===== src/rtl/cdr_phase_ctrl_if.sv =====
// Sampler-side bus of the CDR phase controller: the data/edge/data sample
// triple with its qualifiers going in, phase select, step pulses and lock
// status coming out. The override pair exists only when CDR_OVERRIDE_EN is
// defined.
interface cdr_phase_ctrl_if #(
    parameter int PH_W = 3
);
    logic            en;
    logic            valid;
    logic            Dn_1;
    logic            Pn;
    logic            Dn;
    logic [PH_W-1:0] ph_sel;
    logic            ph_up;
    logic            ph_dn;
    logic            locked;
`ifdef CDR_OVERRIDE_EN
    logic            ovr_en;
    logic [PH_W-1:0] ovr_ph;
`endif

`ifdef CDR_OVERRIDE_EN
    modport master (
        output en, valid, Dn_1, Pn, Dn, ovr_en, ovr_ph,
        input  ph_sel, ph_up, ph_dn, locked
    );

    modport slave (
        input  en, valid, Dn_1, Pn, Dn, ovr_en, ovr_ph,
        output ph_sel, ph_up, ph_dn, locked
    );
`else
    modport master (
        output en, valid, Dn_1, Pn, Dn,
        input  ph_sel, ph_up, ph_dn, locked
    );

    modport slave (
        input  en, valid, Dn_1, Pn, Dn,
        output ph_sel, ph_up, ph_dn, locked
    );
`endif
endinterface


===== src/rtl/cdr_phase_ctrl.sv =====
// Bang-bang CDR phase controller. Each valid sample triple casts an
// early/late vote; votes are integrated in a saturating signed accumulator
// and the sampler phase select is stepped when the accumulator reaches
// +/-THRESH. After a step the loop ignores HOLD valid samples while the new
// phase settles. A lock counter reports stable tracking.
// Optional feature macro: CDR_OVERRIDE_EN (manual phase override inputs).
module cdr_phase_ctrl #(
    parameter int PH_W     = 3,
    parameter int PH_INIT  = 0,
    parameter int ACC_W    = 5,
    parameter int THRESH   = 8,
    parameter int HOLD     = 4,
    parameter int LOCK_CNT = 16
) (
    input logic             clk,
    input logic             rst,
    cdr_phase_ctrl_if.slave bus
);

    typedef enum logic [1:0] {
        IDLE,
        TRACK,
        SETTLE
    } state_t;

    localparam int HOLD_W = (HOLD > 1) ? $clog2(HOLD) : 1;
    localparam int LOCK_W = $clog2(LOCK_CNT + 1);

    localparam logic signed [ACC_W-1:0] ACC_MAX = ACC_W'((2 ** (ACC_W - 1)) - 1);
    localparam logic signed [ACC_W-1:0] ACC_MIN = -ACC_MAX;
    localparam logic signed [ACC_W-1:0] THR_P   = ACC_W'(THRESH);
    localparam logic signed [ACC_W-1:0] THR_N   = -THR_P;

    localparam logic [HOLD_W-1:0] HOLD_LAST = HOLD_W'(HOLD - 1);
    localparam logic [LOCK_W-1:0] LOCK_MAX  = LOCK_W'(LOCK_CNT);

    // With HOLD=0 there is nothing to settle, so a step goes straight back
    // to tracking.
    localparam state_t AFTER_STEP = (HOLD == 0) ? TRACK : SETTLE;

    state_t                   state_q, state_d;
    logic signed [ACC_W-1:0]  acc_q, acc_d;
    logic [HOLD_W-1:0]        hold_q, hold_d;
    logic [LOCK_W-1:0]        lock_q, lock_d;
    logic [PH_W-1:0]          ph_sel_q, ph_sel_d;
    logic                     ph_up_q, ph_up_d;
    logic                     ph_dn_q, ph_dn_d;
    logic                     locked_q, locked_d;
`ifdef CDR_OVERRIDE_EN
    logic                     ovr_en_q;
`endif

    logic                     transition;
    logic                     up_vote;
    logic                     dn_vote;
    logic signed [ACC_W-1:0]  acc_nxt;
    logic                     step_up;
    logic                     step_dn;
    logic [LOCK_W-1:0]        lock_inc;

    // Early/late decision from the sample triple: the edge sample agrees
    // with the old bit when the clock is early, with the new bit when late.
    assign transition = bus.valid && (bus.Dn_1 != bus.Dn);
    assign up_vote    = transition && (bus.Pn == bus.Dn_1);
    assign dn_vote    = transition && (bus.Pn == bus.Dn);

    // Candidate accumulator value for this sample, saturating at +/-ACC_MAX.
    always_comb begin
        acc_nxt = acc_q;
        if (up_vote && (acc_q != ACC_MAX)) begin
            acc_nxt = acc_q + ACC_W'(1);
        end else if (dn_vote && (acc_q != ACC_MIN)) begin
            acc_nxt = acc_q - ACC_W'(1);
        end
    end

    assign step_up  = up_vote && (acc_nxt == THR_P);
    assign step_dn  = dn_vote && (acc_nxt == THR_N);
    assign lock_inc = (lock_q == LOCK_MAX) ? lock_q : lock_q + LOCK_W'(1);

    // Next-state and registered-output logic for the loop FSM.
    always_comb begin
        // NOTE: every signal written here gets its default first so no path
        // leaves one unassigned and no latch is inferred.
        state_d  = state_q;
        acc_d    = acc_q;
        hold_d   = hold_q;
        lock_d   = lock_q;
        ph_sel_d = ph_sel_q;
        ph_up_d  = 1'b0;
        ph_dn_d  = 1'b0;

        if (!bus.en) begin
            // Loop disabled: forget all loop history, keep the phase.
            state_d = IDLE;
            acc_d   = '0;
            hold_d  = '0;
            lock_d  = '0;
        end
`ifdef CDR_OVERRIDE_EN
        else if (bus.ovr_en) begin
            // Manual phase: the loop is open and its history is discarded.
            ph_sel_d = bus.ovr_ph;
            acc_d    = '0;
            hold_d   = '0;
            lock_d   = '0;
        end else if (ovr_en_q) begin
            // Loop closes again on a freshly forced phase: let it settle.
            state_d = AFTER_STEP;
            hold_d  = '0;
        end
`endif
        else begin
            case (state_q)
                IDLE: begin
                    state_d = TRACK;
                end

                TRACK: begin
                    if (step_up || step_dn) begin
                        state_d  = AFTER_STEP;
                        acc_d    = '0;
                        hold_d   = '0;
                        lock_d   = '0;
                        ph_up_d  = step_up;
                        ph_dn_d  = step_dn;
                        ph_sel_d = step_up ? ph_sel_q + PH_W'(1)
                                           : ph_sel_q - PH_W'(1);
                    end else if (bus.valid) begin
                        acc_d  = acc_nxt;
                        lock_d = lock_inc;
                    end
                end

                SETTLE: begin
                    if (HOLD == 0) begin
                        state_d = TRACK;
                    end else if (bus.valid) begin
                        lock_d = lock_inc;
                        if (hold_q == HOLD_LAST) begin
                            state_d = TRACK;
                            hold_d  = '0;
                        end else begin
                            hold_d = hold_q + HOLD_W'(1);
                        end
                    end
                end

                default: begin
                    state_d = IDLE;
                end
            endcase
        end

        locked_d = (lock_d == LOCK_MAX);
    end

    // State and output registers with synchronous reset.
    always_ff @(posedge clk) begin
        // NOTE: sequential state is updated with non-blocking assignments so
        // every register samples the pre-edge values of the others.
        if (rst) begin
            state_q  <= IDLE;
            acc_q    <= '0;
            hold_q   <= '0;
            lock_q   <= '0;
            ph_sel_q <= PH_W'(PH_INIT);
            ph_up_q  <= 1'b0;
            ph_dn_q  <= 1'b0;
            locked_q <= 1'b0;
        end else begin
            state_q  <= state_d;
            acc_q    <= acc_d;
            hold_q   <= hold_d;
            lock_q   <= lock_d;
            ph_sel_q <= ph_sel_d;
            ph_up_q  <= ph_up_d;
            ph_dn_q  <= ph_dn_d;
            locked_q <= locked_d;
        end
    end

`ifdef CDR_OVERRIDE_EN
    // Remember the previous override request to detect its falling edge.
    always_ff @(posedge clk) begin
        if (rst) begin
            ovr_en_q <= 1'b0;
        end else begin
            ovr_en_q <= bus.ovr_en;
        end
    end
`endif

    assign bus.ph_sel = ph_sel_q;
    assign bus.ph_up  = ph_up_q;
    assign bus.ph_dn  = ph_dn_q;
    assign bus.locked = locked_q;

endmodule

===== src/flat_wrapper.sv =====
// flat-port wrapper written by rule: the top's interface ports become plain ports
module cdr_phase_ctrl_flat 
#(
    parameter int PH_W     = 3,
    parameter int PH_INIT  = 0,
    parameter int ACC_W    = 5,
    parameter int THRESH   = 8,
    parameter int HOLD     = 4,
    parameter int LOCK_CNT = 16
)
  (clk, rst, bus_en, bus_valid, bus_Dn_1, bus_Pn, bus_Dn, bus_ph_sel, bus_ph_up, bus_ph_dn, bus_locked);
  cdr_phase_ctrl_if #(.PH_W(PH_W)) bus_i ();
  input logic clk;
  input logic rst;
  input wire logic [$bits(bus_i.en)-1:0] bus_en;
  input wire logic [$bits(bus_i.valid)-1:0] bus_valid;
  input wire logic [$bits(bus_i.Dn_1)-1:0] bus_Dn_1;
  input wire logic [$bits(bus_i.Pn)-1:0] bus_Pn;
  input wire logic [$bits(bus_i.Dn)-1:0] bus_Dn;
  output wire logic [$bits(bus_i.ph_sel)-1:0] bus_ph_sel;
  output wire logic [$bits(bus_i.ph_up)-1:0] bus_ph_up;
  output wire logic [$bits(bus_i.ph_dn)-1:0] bus_ph_dn;
  output wire logic [$bits(bus_i.locked)-1:0] bus_locked;
  assign bus_i.en = bus_en;
  assign bus_i.valid = bus_valid;
  assign bus_i.Dn_1 = bus_Dn_1;
  assign bus_i.Pn = bus_Pn;
  assign bus_i.Dn = bus_Dn;
  assign bus_ph_sel = bus_i.ph_sel;
  assign bus_ph_up = bus_i.ph_up;
  assign bus_ph_dn = bus_i.ph_dn;
  assign bus_locked = bus_i.locked;
  cdr_phase_ctrl #(.PH_W(PH_W), .PH_INIT(PH_INIT), .ACC_W(ACC_W), .THRESH(THRESH), .HOLD(HOLD), .LOCK_CNT(LOCK_CNT)) u_core (.clk(clk), .rst(rst), .bus(bus_i));
endmodule

===== config.mk =====
export PLATFORM = sky130hd
export DESIGN_NAME = cdr_phase_ctrl_flat
export DESIGN_NICKNAME = d
export VERILOG_FILES = /design/src/rtl/cdr_phase_ctrl_if.sv /design/src/rtl/cdr_phase_ctrl.sv /design/src/flat_wrapper.sv
export SDC_FILE = /design/constraint.sdc
export NUM_CORES = 1
export LEC_CHECK = 0
export BUFFER_PORTS_ARGS = -buffer_cell sky130_fd_sc_hd__buf_2
export CAP_MARGIN = 40
export CORE_AREA = 4 4 53 64
export CTS_CLUSTER_SIZE = 20
export DETAILED_ROUTE_END_ITERATION = 10
export DIE_AREA = 0 0 57 68
export GPL_TIMING_DRIVEN = 0
export PLACE_DENSITY = 0.73
export SLEW_MARGIN = 20
export SYNTH_ARGS = -nofsm -noshare
export SYNTH_HDL_FRONTEND = slang
export SYNTH_SLANG_ARGS = --single-unit

===== constraint.sdc =====
create_clock -name clk -period 4.2 [get_ports clk]
set_clock_uncertainty 0.1 [all_clocks]
set_input_delay 0.42 -clock clk [delete_from_list [all_inputs] [get_ports clk]]
set_output_delay 0.42 -clock clk [all_outputs]
set_load 0.01 [all_outputs]

==> impl_metrics.py <==
metrics = {
    "run_status": {
        "status": "finished, final reports clean",
    },
    "route": {
        "wl_per_cell_um": 13.7,
        "drc": 0,
        "first_pass_iters": 4,
        "via_per_inst": 5.84,
        "drtIter0Drc": 47,
        "antenna_left": 0,
        "num_vias": 1249,
        "postRouteWirelength_mm": 2.93,
    },
    "cts": {
        "clk_path_buf_depth": 2,
        "cts_buffers": 3,
        "cts_sinks": 20,
        "cts_tree": "done",
        "ctsHoldBuffers": 0,
        "post_cts_resized": 0,
        "root_buffer": "clkbuf_4",
        "htreeDepth": 1,
        "path_clk_slew_ns": 0.11,
        "insertion_delay_ns": 0.30,
        "post-cts-setup-buffer-count": 0,
    },
    "timing": {
        "clock.fmax_mhz": 267,
        "hold_viol": 0,
        "holdWs_ns": 0.212,
        "setup_viol": 0,
        "min_period_ns": 3.75,
        "slew_viol_final": 0,
        "tightest_slew_ns": 0.524,
        "finalCritPeriodShare_pct": 89.3,
        "setup_tns_ns": 0,
        "maxSlewHeadroom_pct": 64.9,
        "rsz0062_at_grt": "no",
    },
    "critical_path": {
        "crit_path_max_fanout": 8,
        "required_ns": 4.34,
        "arrival_ns": 3.90,
        "worstReg2RegEnd": "u_core.bus.ph_sel[2]",
        "cp-start-kind": "flip-flop",
        "path_class": "reg -> reg",
        "reg2reg_from": "u_core.acc_q[0]",
        "r2r_setup_slack_ns": 0.45,
        "end_kind": "flip-flop",
        "reg2reg_depth": 12,
    },
    "floorplanning": {
        "coreArea_mm2": 0.00279,
        "rows": 21,
        "start_util_pct": 47.7,
        "die_y_um": 68,
        "fp.dieArea_mm2": 0.00388,
        "io_pins": 13,
        "die_x_um": 57,
    },
    "yosys": {
        "synth_async_sr_flop_share_pct": 0,
        "syn_nets": 183,
        "synth_ff_type": "dfxtp_1",
        "ys_seq_area_share_pct": 30.1,
        "synthesis.area_mm2": 0.00133,
        "ys_types": 42,
        "synth-seq-cells": 20,
        "synth_edf_count": 0,
        "syn_area_per_cell_um2": 8.05,
        "netlist_instances": 165,
        "yosysWarnings": 0,
    },
    "min_path": {
        "whs_endpoint": "u_core.bus.ph_sel[1]",
        "worstHoldPathCells": 2,
        "hp-class": "in -> reg",
        "worstHoldStart": "rst",
    },
    "placed_design": {
        "gp_congestion": 0.845,
        "port_buffers": 12,
        "hpwl_mm": 2.33,
    },
    "power": {
        "pwr_density_cell_mw_per_mm2": 228,
        "ir_drop_v": 0.000122,
        "p_leak_nw": 0.559,
    },
    "global_route": {
        "grt_pass1_vias": 1278,
        "grt_remaining_overflow": 0,
        "grt_usage_pct": 16.3,
        "antenna_found_initial": 0,
        "grt_pass1_wl_mm": 5.22,
        "grt_max_degree": 11,
    },
    "cells_and_area": {
        "area_growth_pct": 9.42,
        "nets": 200,
        "n_antenna_cell": 0,
        "fillers": 287,
        "drive_above_1_share_pct": 12.8,
    },
    "run": {
        "max-cap-violations": 0,
    },
}
cells in the mapped netlist (4+ instances only):
cell,count,area [µm²]
nand4_1,5,31.3
nand2_1,17,63.8
nor3_1,8,40.0
a31oi_1,5,31.3
xnor2_1,4,35.0
nor2_1,10,37.5
a21oi_1,17,85.1
dfxtp_1,20,400
ha_1,10,125
nand3_1,5,25.0
o21ai_0,4,20.0
inv_1,10,37.5
state kept, by name, summed over array words and instances (netlist names):
signal,count
u_core.bus.locked,1
u_core.bus.ph_up,1
u_core.hold_q,2
u_core.acc_q,5
u_core.bus.ph_sel,3
u_core.bus.ph_dn,1
u_core.state_q,2
u_core.lock_q,5
kinds of logic after synthesis:
logic type	after synthesis	share of synthesized area [%]
buf+inv	14	4.05
mux	2	1.51
simple gates	67	26.9
flops	20	30.1
xor+xnor	6	3.95
compound gates	45	22.5
fa+ha+maj	11	10.9
critical path, stage by stage (launching register included):
cell      delay (ns)
dfxtp_1         0.49
ha_1            0.22
and3_1          0.17
ha_1            0.25
a21oi_2         0.10
or4_1           0.50
a211oi_2        0.27
nand2_1         0.11
or2_2           0.31
fa_1            0.38
xnor2_1         0.15
or4_1           0.50
a21oi_1         0.15
metal layers:
metal	share of wire [%]	vias up	global-route usage (%)
met5	0	-	0
met4	2.0	0	6.96
met3	3.4	7	1.51
met2	51	27	31.3
met1	43	577	18.2
li1	-	638	-
power breakdown:
| group | leakage, nW | total (mW) | switching (mW) | internal (mW) |
|---|---|---|---|---|
| Combinational | 0.384 | 0.0469 | 0.0286 | 0.0184 |
| Clock | 0.0138 | 0.0912 | 0.0577 | 0.0335 |
| Sequential | 0.161 | 0.193 | 0.00176 | 0.191 |
layout make-up:
cell class	instances	area, µm²	share of cell area, %
inverters	10	37.5	2.58
plain buffers	4	16.3	1.12
repair buffers	12	60.1	4.13
flip-flops and latches	20	400	27.5
clock buffers	3	22.5	1.55
multi-input cells	131	875	60.2
well taps	34	42.5	2.93
layout by cell type (no fill, tap or decap), types with 2 or more instances in the layout:
cell	n
a211oi_1	3
a21o_1	2
a21oi_1	17
a31oi_1	5
and2_1	2
buf_2	13
clkbuf_1	3
clkbuf_4	3
dfxtp_1	20
ha_1	10
inv_1	10
mux2i_1	2
nand2_1	17
nand2b_1	2
nand3_1	5
nand4_1	5
nand4b_1	2
nand4bb_1	2
nor2_1	10
nor2b_1	2
nor3_1	8
nor3b_1	2
o21ai_0	4
o221a_2	2
o22ai_1	2
or2_2	3
or3_1	3
or4_1	2
xnor2_1	4
xor2_1	2
stage by stage:
stage	cell area, µm²	instances	util (%)	setup slack (ns)	power (mW)
CTS	1450	214	52.2	0.433	0.332
global route	1450	214	52.2	0.250	0.348
finish	1450	214	52.2	0.449	0.331
floorplan	1330	165	-	0.784	0.230
detailed placement	1430	211	51.4	0.450	0.244
global placement	1430	211	51.4	0.536	0.242
worst max-delay path by stage:
stage | slack [ns] | endpoint | start
final | 0.45 | u_core.bus.ph_sel[2] | u_core.acc_q[0]
after global routing | 0.25 | u_core.bus.ph_sel[2] | u_core.acc_q[0]
after CTS | 0.43 | u_core.bus.ph_sel[2] | u_core.acc_q[0]
after detailed placement | 0.45 | u_core.bus.ph_sel[2] | u_core.acc_q[0]
after global placement | 0.54 | u_core.bus.ph_sel[2] | u_core.acc_q[0]
after floorplan | 0.78 | u_core.bus.ph_sel[2] | u_core.acc_q[0]
Note: power is estimated with default switching activity, not from simulation.
